`src/rtl/periph_bus_arbiter_if.sv`:
```
// periph_bus_arbiter_if
//  Bundles the master-side request/response signals and the shared peripheral
//  bus signals of periph_bus_arbiter.
//  Parameter N: number of bus masters.
//  Signals:
//   req[N], we[N]        per-master request and write/read select
//   addr[32*N], wdata    per-master address / write data, master i at [32*i+31:32*i]
//   gnt[N], done[N]      one-hot accept and completion pulses
//   rdata[32], busy      read data (valid with done of a read), arbiter busy
//   sys_w_addr, sys_r_addr, sys_w_line, sys_w, sys_r   peripheral bus outputs
//   sys_r_line           peripheral read data
//  Modports: slave = arbiter side, master = masters/peripheral side.
interface periph_bus_arbiter_if #(
  parameter int N = 4
);
  logic [N-1:0]   req;
  logic [N-1:0]   we;
  logic [32*N-1:0] addr;
  logic [32*N-1:0] wdata;
  logic [N-1:0]   gnt;
  logic [N-1:0]   done;
  logic [31:0]    rdata;
  logic           busy;
  logic [31:0]    sys_w_addr;
  logic [31:0]    sys_r_addr;
  logic [31:0]    sys_w_line;
  logic [31:0]    sys_r_line;
  logic           sys_w;
  logic           sys_r;

  modport slave (
    input  req, we, addr, wdata, sys_r_line,
    output gnt, done, rdata, busy, sys_w_addr, sys_r_addr, sys_w_line, sys_w, sys_r
  );

  modport master (
    output req, we, addr, wdata, sys_r_line,
    input  gnt, done, rdata, busy, sys_w_addr, sys_r_addr, sys_w_line, sys_w, sys_r
  );
endinterface

```
`src/rtl/periph_bus_arbiter.sv`:
```
// periph_bus_arbiter
//  Round-robin arbiter sharing one peripheral bus between N masters. Each grant
//  runs a single write (1 bus cycle) or a single read (READ_LAT bus cycles).
//  All outputs are registered; nothing combinational reaches an output from
//  the request inputs.
//  Parameters: N (2..8) masters, READ_LAT (1..15) read strobe cycles.
//  Ports:
//   i_clk    system clock, rising edge
//   i_rst_n  asynchronous active-low reset
//   bus      periph_bus_arbiter_if.slave (requests, responses, peripheral bus)
module periph_bus_arbiter #(
  parameter int N        = 4,
  parameter int READ_LAT = 1
) (
  input  logic                  i_clk,
  input  logic                  i_rst_n,
  periph_bus_arbiter_if.slave   bus
);

  localparam int IDXW = (N > 1) ? $clog2(N) : 1;

  typedef enum logic [1:0] {
    IDLE,
    WR,
    RD
  } state_t;

  state_t          r_state;
  logic [IDXW-1:0] r_last;
  logic [IDXW-1:0] r_win;
  logic [3:0]      r_cnt;
  logic [N-1:0]    r_gnt;
  logic [N-1:0]    r_done;
  logic [31:0]     r_rdata;
  logic [31:0]     r_sys_w_addr;
  logic [31:0]     r_sys_r_addr;
  logic [31:0]     r_sys_w_line;
  logic            r_sys_w;
  logic            r_sys_r;

  logic            w_found;
  logic [IDXW-1:0] w_winner;
  logic [IDXW:0]   w_sum;
  logic [IDXW-1:0] w_cand;
  logic            w_we;
  logic [31:0]     w_addr;
  logic [31:0]     w_wdata;
  logic [N-1:0]    w_win_onehot;
  logic [N-1:0]    w_done_onehot;

  // Search last+1, last+2, ... wrapping mod N; the extra sum bit keeps the
  // wrap correct for N that is not a power of two.
  always_comb begin
    w_found  = 1'b0;
    w_winner = '0;
    w_sum    = '0;
    w_cand   = '0;
    for (int k = 1; k <= N; k++) begin
      w_sum = {1'b0, r_last} + (IDXW+1)'(k);
      if (w_sum >= (IDXW+1)'(N)) begin
        w_sum = w_sum - (IDXW+1)'(N);
      end
      w_cand = w_sum[IDXW-1:0];
      if (!w_found && bus.req[w_cand]) begin
        w_found  = 1'b1;
        w_winner = w_cand;
      end
    end
  end

  // Select the winning master's command fields.
  always_comb begin
    w_we    = 1'b0;
    w_addr  = '0;
    w_wdata = '0;
    for (int i = 0; i < N; i++) begin
      if (w_winner == IDXW'(i)) begin
        w_we    = bus.we[i];
        w_addr  = bus.addr[32*i +: 32];
        w_wdata = bus.wdata[32*i +: 32];
      end
    end
  end

  assign w_win_onehot  = {{(N-1){1'b0}}, 1'b1} << w_winner;
  assign w_done_onehot = {{(N-1){1'b0}}, 1'b1} << r_win;

  // done is cleared on every IDLE edge, so it lives exactly for the IDLE cycle
  // that follows a transaction, which is also the next arbitration cycle.
  always_ff @(posedge i_clk or negedge i_rst_n) begin
    if (!i_rst_n) begin
      r_state      <= IDLE;
      r_last       <= IDXW'(N-1);
      r_win        <= '0;
      r_cnt        <= '0;
      r_gnt        <= '0;
      r_done       <= '0;
      r_rdata      <= '0;
      r_sys_w_addr <= '0;
      r_sys_r_addr <= '0;
      r_sys_w_line <= '0;
      r_sys_w      <= 1'b0;
      r_sys_r      <= 1'b0;
    end else begin
      case (r_state)
        IDLE: begin
          r_done <= '0;
          if (w_found) begin
            r_last <= w_winner;
            r_win  <= w_winner;
            r_gnt  <= w_win_onehot;
            if (w_we) begin
              r_state      <= WR;
              r_sys_w      <= 1'b1;
              r_sys_w_addr <= w_addr;
              r_sys_w_line <= w_wdata;
            end else begin
              r_state      <= RD;
              r_sys_r      <= 1'b1;
              r_sys_r_addr <= w_addr;
              r_cnt        <= 4'(READ_LAT - 1);
            end
          end
        end
        WR: begin
          r_gnt   <= '0;
          r_sys_w <= 1'b0;
          r_done  <= w_done_onehot;
          r_state <= IDLE;
        end
        RD: begin
          r_gnt <= '0;
          if (r_cnt == 4'd0) begin
            r_rdata <= bus.sys_r_line;
            r_sys_r <= 1'b0;
            r_done  <= w_done_onehot;
            r_state <= IDLE;
          end else begin
            r_cnt <= r_cnt - 4'd1;
          end
        end
        default: begin
          r_state <= IDLE;
        end
      endcase
    end
  end

  assign bus.gnt        = r_gnt;
  assign bus.done       = r_done;
  assign bus.rdata      = r_rdata;
  assign bus.busy       = (r_state != IDLE);
  assign bus.sys_w_addr = r_sys_w_addr;
  assign bus.sys_r_addr = r_sys_r_addr;
  assign bus.sys_w_line = r_sys_w_line;
  assign bus.sys_w      = r_sys_w;
  assign bus.sys_r      = r_sys_r;

endmodule

```
`src/flat_wrapper.sv`:
```
// flat-port wrapper written by rule: the top's interface ports become plain ports
module periph_bus_arbiter_flat 
#(
  parameter int N        = 4,
  parameter int READ_LAT = 1
)
  (i_clk, i_rst_n, bus_req, bus_we, bus_addr, bus_wdata, bus_sys_r_line, bus_gnt, bus_done, bus_rdata, bus_busy, bus_sys_w_addr, bus_sys_r_addr, bus_sys_w_line, bus_sys_w, bus_sys_r);
  periph_bus_arbiter_if #(.N(N)) bus_i ();
  input  logic i_clk;
  input  logic i_rst_n;
  input wire logic [$bits(bus_i.req)-1:0] bus_req;
  input wire logic [$bits(bus_i.we)-1:0] bus_we;
  input wire logic [$bits(bus_i.addr)-1:0] bus_addr;
  input wire logic [$bits(bus_i.wdata)-1:0] bus_wdata;
  input wire logic [$bits(bus_i.sys_r_line)-1:0] bus_sys_r_line;
  output wire logic [$bits(bus_i.gnt)-1:0] bus_gnt;
  output wire logic [$bits(bus_i.done)-1:0] bus_done;
  output wire logic [$bits(bus_i.rdata)-1:0] bus_rdata;
  output wire logic [$bits(bus_i.busy)-1:0] bus_busy;
  output wire logic [$bits(bus_i.sys_w_addr)-1:0] bus_sys_w_addr;
  output wire logic [$bits(bus_i.sys_r_addr)-1:0] bus_sys_r_addr;
  output wire logic [$bits(bus_i.sys_w_line)-1:0] bus_sys_w_line;
  output wire logic [$bits(bus_i.sys_w)-1:0] bus_sys_w;
  output wire logic [$bits(bus_i.sys_r)-1:0] bus_sys_r;
  assign bus_i.req = bus_req;
  assign bus_i.we = bus_we;
  assign bus_i.addr = bus_addr;
  assign bus_i.wdata = bus_wdata;
  assign bus_i.sys_r_line = bus_sys_r_line;
  assign bus_gnt = bus_i.gnt;
  assign bus_done = bus_i.done;
  assign bus_rdata = bus_i.rdata;
  assign bus_busy = bus_i.busy;
  assign bus_sys_w_addr = bus_i.sys_w_addr;
  assign bus_sys_r_addr = bus_i.sys_r_addr;
  assign bus_sys_w_line = bus_i.sys_w_line;
  assign bus_sys_w = bus_i.sys_w;
  assign bus_sys_r = bus_i.sys_r;
  periph_bus_arbiter #(.N(N), .READ_LAT(READ_LAT)) u_core (.i_clk(i_clk), .i_rst_n(i_rst_n), .bus(bus_i));
endmodule
```
`config.mk`:
```
export PLATFORM = sky130hd
export DESIGN_NAME = periph_bus_arbiter_flat
export DESIGN_NICKNAME = d
export VERILOG_FILES = /design/src/rtl/periph_bus_arbiter_if.sv /design/src/rtl/periph_bus_arbiter.sv /design/src/flat_wrapper.sv
export SDC_FILE = /design/constraint.sdc
export NUM_CORES = 1
export LEC_CHECK = 0
export CAP_MARGIN = 20
export CORE_ASPECT_RATIO = 1.2
export CORE_MARGIN = 2
export CORE_UTILIZATION = 30
export CTS_CLUSTER_DIAMETER = 80
export DETAILED_ROUTE_END_ITERATION = 16
export PLACE_DENSITY = 0.63
export SLEW_MARGIN = 20
export SYNTH_ARGS = -nofsm -noshare
export SYNTH_HDL_FRONTEND = slang
export SYNTH_SLANG_ARGS = --single-unit
```
`constraint.sdc`:
```
create_clock -name i_clk -period 5.16 [get_ports i_clk]
set_input_delay 1.548 -clock i_clk [delete_from_list [all_inputs] [get_ports i_clk]]
set_output_delay 1.548 -clock i_clk [all_outputs]
set_load 0.05 [all_outputs]
```
## Word level (Yosys, flattened, before mapping)

Index checks and enable logic that the tools add are counted.

| word-level totals | value |
|---|---|
| bits in registers | 148 |
| input port bits | 298 |
| output and inout bits | 139 |
| word-level logic and storage cells | 118 |

| cells by class | value |
|---|---|
| $add $sub $neg | 9 |
| $lt $le $gt $ge | 8 |
| equality and inequality tests | 10 |
| shift-type cells | 2 |
| multiplexer cells | 51 |
| bitwise operators | 1 |
| reduce and logical (&&, ||, !) cells | 25 |

Operator list:

| cell | count |
|---|---|
| $mux W32 | 8 |
| $mux W2 | 11 |
| $mux W4 | 5 |
| $mux W1 | 17 |
| $pmux W4 S2 | 2 |
| $ge A3 B3 Y1 const B | 4 |
| $lt A2 B3 Y1 const B | 4 |
| $pmux W4 S3 | 1 |
| $reduce_and A2 Y1 | 5 |
| $reduce_and A3 Y1 | 3 |
| $bmux W1 S2 | 4 |
| $reduce_and A4 Y1 | 2 |
| $reduce_bool A2 Y1 | 4 |
| $shl A1 B2 Y4 const A | 2 |
| $sub A2 B1 Y2 const B | 4 |
| $add A2 B2 Y3 const B | 2 |
| $eq A2 B2 Y1 const B | 3 |
| $ne A2 B1 Y1 const B | 3 |
| $eq A2 B1 Y1 const B | 2 |
| $logic_not A2 Y1 | 2 |
| $logic_not A4 Y1 | 1 |
| $ne A2 B2 Y1 const B | 2 |
| $pmux W1 S2 | 2 |
| $pmux W2 S2 | 1 |
| 8 further kinds | 12 |

## Depth between registers and ports, before layout

| depth | value |
|---|---|
| depth after elaboration | 23 |
| mapped depth | 11 |
| depth with buffers taken out | 7 |

## Worst setup path after synthesis

Ideal clock, no wire load.

| path | value |
|---|---|
| path type | in2reg |
| start | input port bus_req[3] |
| end | register u_core.r_sys_w_line[24], in the netlist u_core.bus.sys_w_line[24] |
| library setup time | 0.127 ns |
| arrival | 3.139 ns |
| data required time | 5.033 ns |
| setup slack | 1.894 ns |
| stages on the path | 10 |
| buffers on the path | 4 |
| cell sequence | mux2i_1 > o22ai_1 > o21bai_1 > buf_2 > and3_1 > buf_6 > nor3_4 > buf_6 > buf_6 > mux2_1 |

| between the ends | value |
|---|---|
| word-level cells in the longest chain between the ends | 18 |
| elaborated cells on any way between the ends | 35 |
| those cells by class | eq/ne (3); mux (24); reduce/logical (8) |

RTL lines:

| what | RTL line | source |
|---|---|---|
| start, declared | flat_wrapper.sv:11 | `input wire logic [$bits(bus_i.req)-1:0] bus_req;` |
| $bmux W1 S2 | periph_bus_arbiter.sv:64 | `if (!w_found && bus.req[w_cand]) begin` |
| $mux W1 (implied by the code) | periph_bus_arbiter.sv:64 |  |
| $mux W1 | periph_bus_arbiter.sv:64 |  |
| $logic_not A1 Y1 | periph_bus_arbiter.sv:64 |  |
| $logic_and A1 B1 Y1 | periph_bus_arbiter.sv:64 |  |
| $mux W1 | periph_bus_arbiter.sv:64 |  |
| $logic_not A1 Y1 | periph_bus_arbiter.sv:64 |  |
| $logic_and A1 B1 Y1 | periph_bus_arbiter.sv:64 |  |
| $mux W1 | periph_bus_arbiter.sv:64 |  |
| $logic_not A1 Y1 | periph_bus_arbiter.sv:64 |  |
| $logic_and A1 B1 Y1 | periph_bus_arbiter.sv:64 |  |
| $mux W2 | periph_bus_arbiter.sv:64 |  |
| $logic_not A2 Y1 | periph_bus_arbiter.sv:77 | `if (w_winner == IDXW'(i)) begin` |
| $mux W1 (4 in a row) | periph_bus_arbiter.sv:77 |  |
| $reduce_and A3 Y1 (no line) | n/a |  |
| end signal, assigned | periph_bus_arbiter.sv:116 | `r_sys_w_line <= w_wdata;` |
| end, declared | periph_bus_arbiter.sv:37 | `logic [31:0] r_sys_w_line;` |

Parallel ways exist; a longest one is shown, timed or not. The select of a mux whose other input is x is not followed.
A chain may end at the register's enable or synchronous reset.

## Worst setup path in the final report

| path | value |
|---|---|
| start | register u_core.r_state[1] |
| end | output port bus_busy |

| between the ends | value |
|---|---|
| word-level cells in the longest chain between the ends | 1 |

RTL lines:

| what | RTL line | source |
|---|---|---|
| start, declared | periph_bus_arbiter.sv:28 | `state_t r_state;` |
| start signal, assigned | periph_bus_arbiter.sv:92 | `r_state <= IDLE;` |
| start signal, assigned | periph_bus_arbiter.sv:113 | `r_state <= WR;` |
| start signal, assigned | periph_bus_arbiter.sv:118 | `r_state <= RD;` |
| $reduce_bool A2 Y1 | periph_bus_arbiter.sv:152 | `assign bus.busy = (r_state != IDLE);` |
| end, declared | flat_wrapper.sv:19 | `output wire logic [$bits(bus_i.busy)-1:0] bus_busy;` |

Every way passes these cells.

==> impl_metrics.csv <==
group,metric,value,unit
worst_hold_path,min_path_type,"flip-flop to flip-flop",
clocking,cts_hold_buf,0,
routing,firstDrtPassIters,4,
critical_path,cp.arrival,2480,ps
timing,max_slew_margin,37.2,%
timing,worst_slack,1140,ps
cells_and_area,num-fill-cells,2426,
clocking,cts_buffer_depth,2,
clocking,h-tree-depth,4,
cells_and_area,area_delta_synth_final,63.7,%
routing,drtIter0Drc,288,
floorplan,die_y,186,µm
synth,syn-cell-area,8300,µm²
power,p_sw,0.00453,W
routing,routedWlPerCell,18.7,µm
power,switching_share,48.2,%
critical_path,setup.worst_path.class,"flip-flop to output pin",
run,cap_violations,0,
routing,drtAntennaViolNets,0,
power,p_seq_share,22.6,%
routing,wl_met1,10.7,mm
clocking,post_cts_buffers,0,
power,irDropWorstVdd,377,µV
timing,finClkSkew,10.6,ps
power,combPwrFrac,63.8,%
global_routing,grt_max_degree,102,
timing,finalCriticalPeriod,4020,ps
floorplan,start_util,30.5,%
timing,finalHoldViolations,0,
routing,wl,27.5,mm
synth,ys_types,47,
routing,drc_errors,0,
synth,synth_largest_area_cell,"dfrtp_1",
clocking,tritoncts,"built",
cells_and_area,drive_gt1_share,11.8,%
power,powerDensity,692,nW/µm²
synth,synth_area_leaders,"dfrtp_1 (44%), mux2i_1 (27%), mux2_2 (11%)",
timing,clock.fmax,248,MHz
synth,netlist_top_cells_count,"mux2i_1 (225), dfrtp_1 (146), mux2_2 (80)",
timing,setup_viol,0,
placement,pre_cts_ws,833,ps
placement,placedCellCount,1435,
power,clock_power_share,13.6,%
synth,synth.most_common_cell,"mux2i_1",
clocking,cts_made_buffers,17,
placement,gp_routability_congestion,0.855,
clocking,path_clk_slew,70,ps
global_routing,gr-usage-all-layers,18.1,%
critical_path,cp_num_buf_inv,3,
critical_path,max_stage_delay,790,ps
critical_path,start_kind,"flip-flop",
cells_and_area,nets,1418,
cells_and_area,antennaDiodeCount,0,
critical_path,cp-end-kind,"output pin",
clocking,cts.sinks,148,
placement,dpl.hpwl,21.2,mm
cells_and_area,fin_area,13600,µm²
routing,vias_per_cell,4.65,
synth,synth-edff-count,0,
synth,synth_ff_type,"dfrtp_1",
timing,finalCritPeriodShare,78.0,%
synth,ys_ff_latch,148,
critical_path,crit_path_max_fanout,12,
routing,routed-wl-met2,14.1,mm
clocking,cts_resized,0,
synth,synth_seq_area_share,44.7,%
timing,fin_tns_setup,0,ps
critical_path,crit_family,"buffers and inverters",
floorplan,die-area,29000,µm²
critical_path,cp_slowest_cell,"clkdlybuf4s50_1",
timing,worstMarginPinSlew,942,ps
placement,place_area,13000,µm²
critical_path,worstPathCellList,"inv_1 > ha_1 > clkinv_1 > clkdlybuf4s50_1",
timing,rsz0062_at_grt,"false",
power,leakagePower,6.03,nW
floorplan,core,27200,µm²
synth,yosys_warnings,0,
routing,top_layer_used,"met4",
routing,met3_length,2.11,mm
timing,slew_violations,0,
synth,syn-instance-count,689,
floorplan,pin_count,437,
synth,synthArstFlopShare,100,%
clocking,clk_latency,430,ps
synth,syn_nets,993,
synth,synth.top_cell.area_share,44.0,%
floorplan,die_w,156,µm
global_routing,grt_pass1_wl,39.7,mm
cells_and_area,fin_cells,1467,
global_routing,grt_pass1_vias,6759,
global_routing,gr-total-overflow,0,
outcome,outcome,"complete, no violations",
power,internal_power,0.00487,W
power,total_power,0.00940,W
placement,portBuffers,436,
synth,syn_avg_cell_area,12.0,µm²
floorplan,placementRows,66,
clocking,cts-root-buf,"clkbuf_16",
critical_path,required,3610,ps
global_routing,grt_antenna_before_repair,0,
routing,route.vias.total,6824,
flip-flops by register name (all words and copies together) (netlist names), 2 cells and up:
name and cells:
u_core.bus.sys_w_addr 32, u_core.r_cnt 4, u_core.bus.sys_w_line 32, u_core.bus.rdata 32, u_core.r_last 2, u_core.bus.gnt 4, u_core.r_state 2, u_core.bus.sys_r_addr 32
u_core.bus.done 4, u_core.r_win 2
per-stage QoR:
| step | util, % | hold WS (ps) |
|---|---|---|
| 5_1_grt | 50.0 | 507 |
| 3_5_place_dp | 47.8 | 474 |
| 6_report | 50.0 | 485 |
| 4_1_cts | 50.0 | 488 |
| 2_1_floorplan | - | 464 |
| 3_3_place_gp | 47.8 | 467 |
power by group through the flow:
stage | clock (W) | sequential, W | combinational (W)
2_1_floorplan | 0 | 0.00400 | 0.00221
3_3_place_gp | 0 | 0.00212 | 0.00602
3_5_place_dp | 0 | 0.00213 | 0.00607
4_1_cts | 0.00132 | 0.00213 | 0.00608
5_1_grt | 0.00137 | 0.00220 | 0.00632
6_report | 0.00128 | 0.00212 | 0.00600
layout by cell type (no fill, tap or decap), types with 6 or more instances in the layout:
master / count
mux2i_1: 225
clkdlybuf4s50_1: 435
nand2_1: 14
clkbuf_16: 17
mux2_2: 80
o21ai_0: 11
o31ai_1: 6
nor2_1: 8
mux2_1: 17
ha_1: 6
inv_1: 71
dfrtp_1: 146
metal layers:
metal | vias up | GRT usage (%)
li1 | 3277 | -
met1 | 3248 | 20.5
met2 | 269 | 32.6
met3 | 30 | 5.19
met4 | 0 | 6.06
met5 | - | 0
cells by family (layout without fill, tap and decap cells):
logic type / after synthesis / count (layout) / share of synthesized area (%)
and+or+nand+nor: 53 / 53 / 3.53
AOI/OAI and AO/OA: 48 / 48 / 4.12
adders and majority gates: 6 / 6 / 0.905
DFF: 148 / 148 / 44.7
buffers and inverters: 112 / 550 / 6.46
muxes: 322 / 322 / 40.3
final cells by class:
class	instances	area, µm²	share of cell area [%]
Sequential cell	148	3710	27.3
Multi-Input combinational cell	429	4070	30.0
Timing Repair Buffer	446	4500	33.2
Inverter	72	270	1.99
Tap cell	340	425	3.13
Clock inverter	14	166	1.23
Clock buffer	18	439	3.23
worst paths after layout:
check / end / slack, ps / depth (start not counted) / start
worst max-delay path: bus_busy / 1140 / 4 / u_core.r_state[1]$_DFFE_PN0P_
worst min-delay path: u_core.bus.sys_w_line[25]$_DFFE_PN0P_ / 490 / 1 / u_core.bus.sys_w_line[25]$_DFFE_PN0P_
worst max register to register: u_core.bus.sys_w_line[31]$_DFFE_PN0P_ / 2420 / 7 / u_core.r_last[1]$_DFFE_PN1P_
worst min register to register: u_core.bus.sys_w_line[25]$_DFFE_PN0P_ / 490 / 1 / u_core.bus.sys_w_line[25]$_DFFE_PN0P_
max in group asynchronous: u_core.bus.sys_w_addr[25]$_DFFE_PN0P_ / 3140 / 2 / i_rst_n
min in group asynchronous: u_core.bus.done[2]$_DFFE_PN0P_ / 1240 / 1 / i_rst_n
worst register-to-register path, delay by kind of cell (launching register included):
kind / cells / cell delay [ps]
muxes: 1 / 430
AOI/OAI and AO/OA: 2 / 540
buffers and inverters: 1 / 410
and+or+nand+nor: 3 / 640
DFF: 1 / 610
Note: power is estimated with default switching activity, not from simulation.
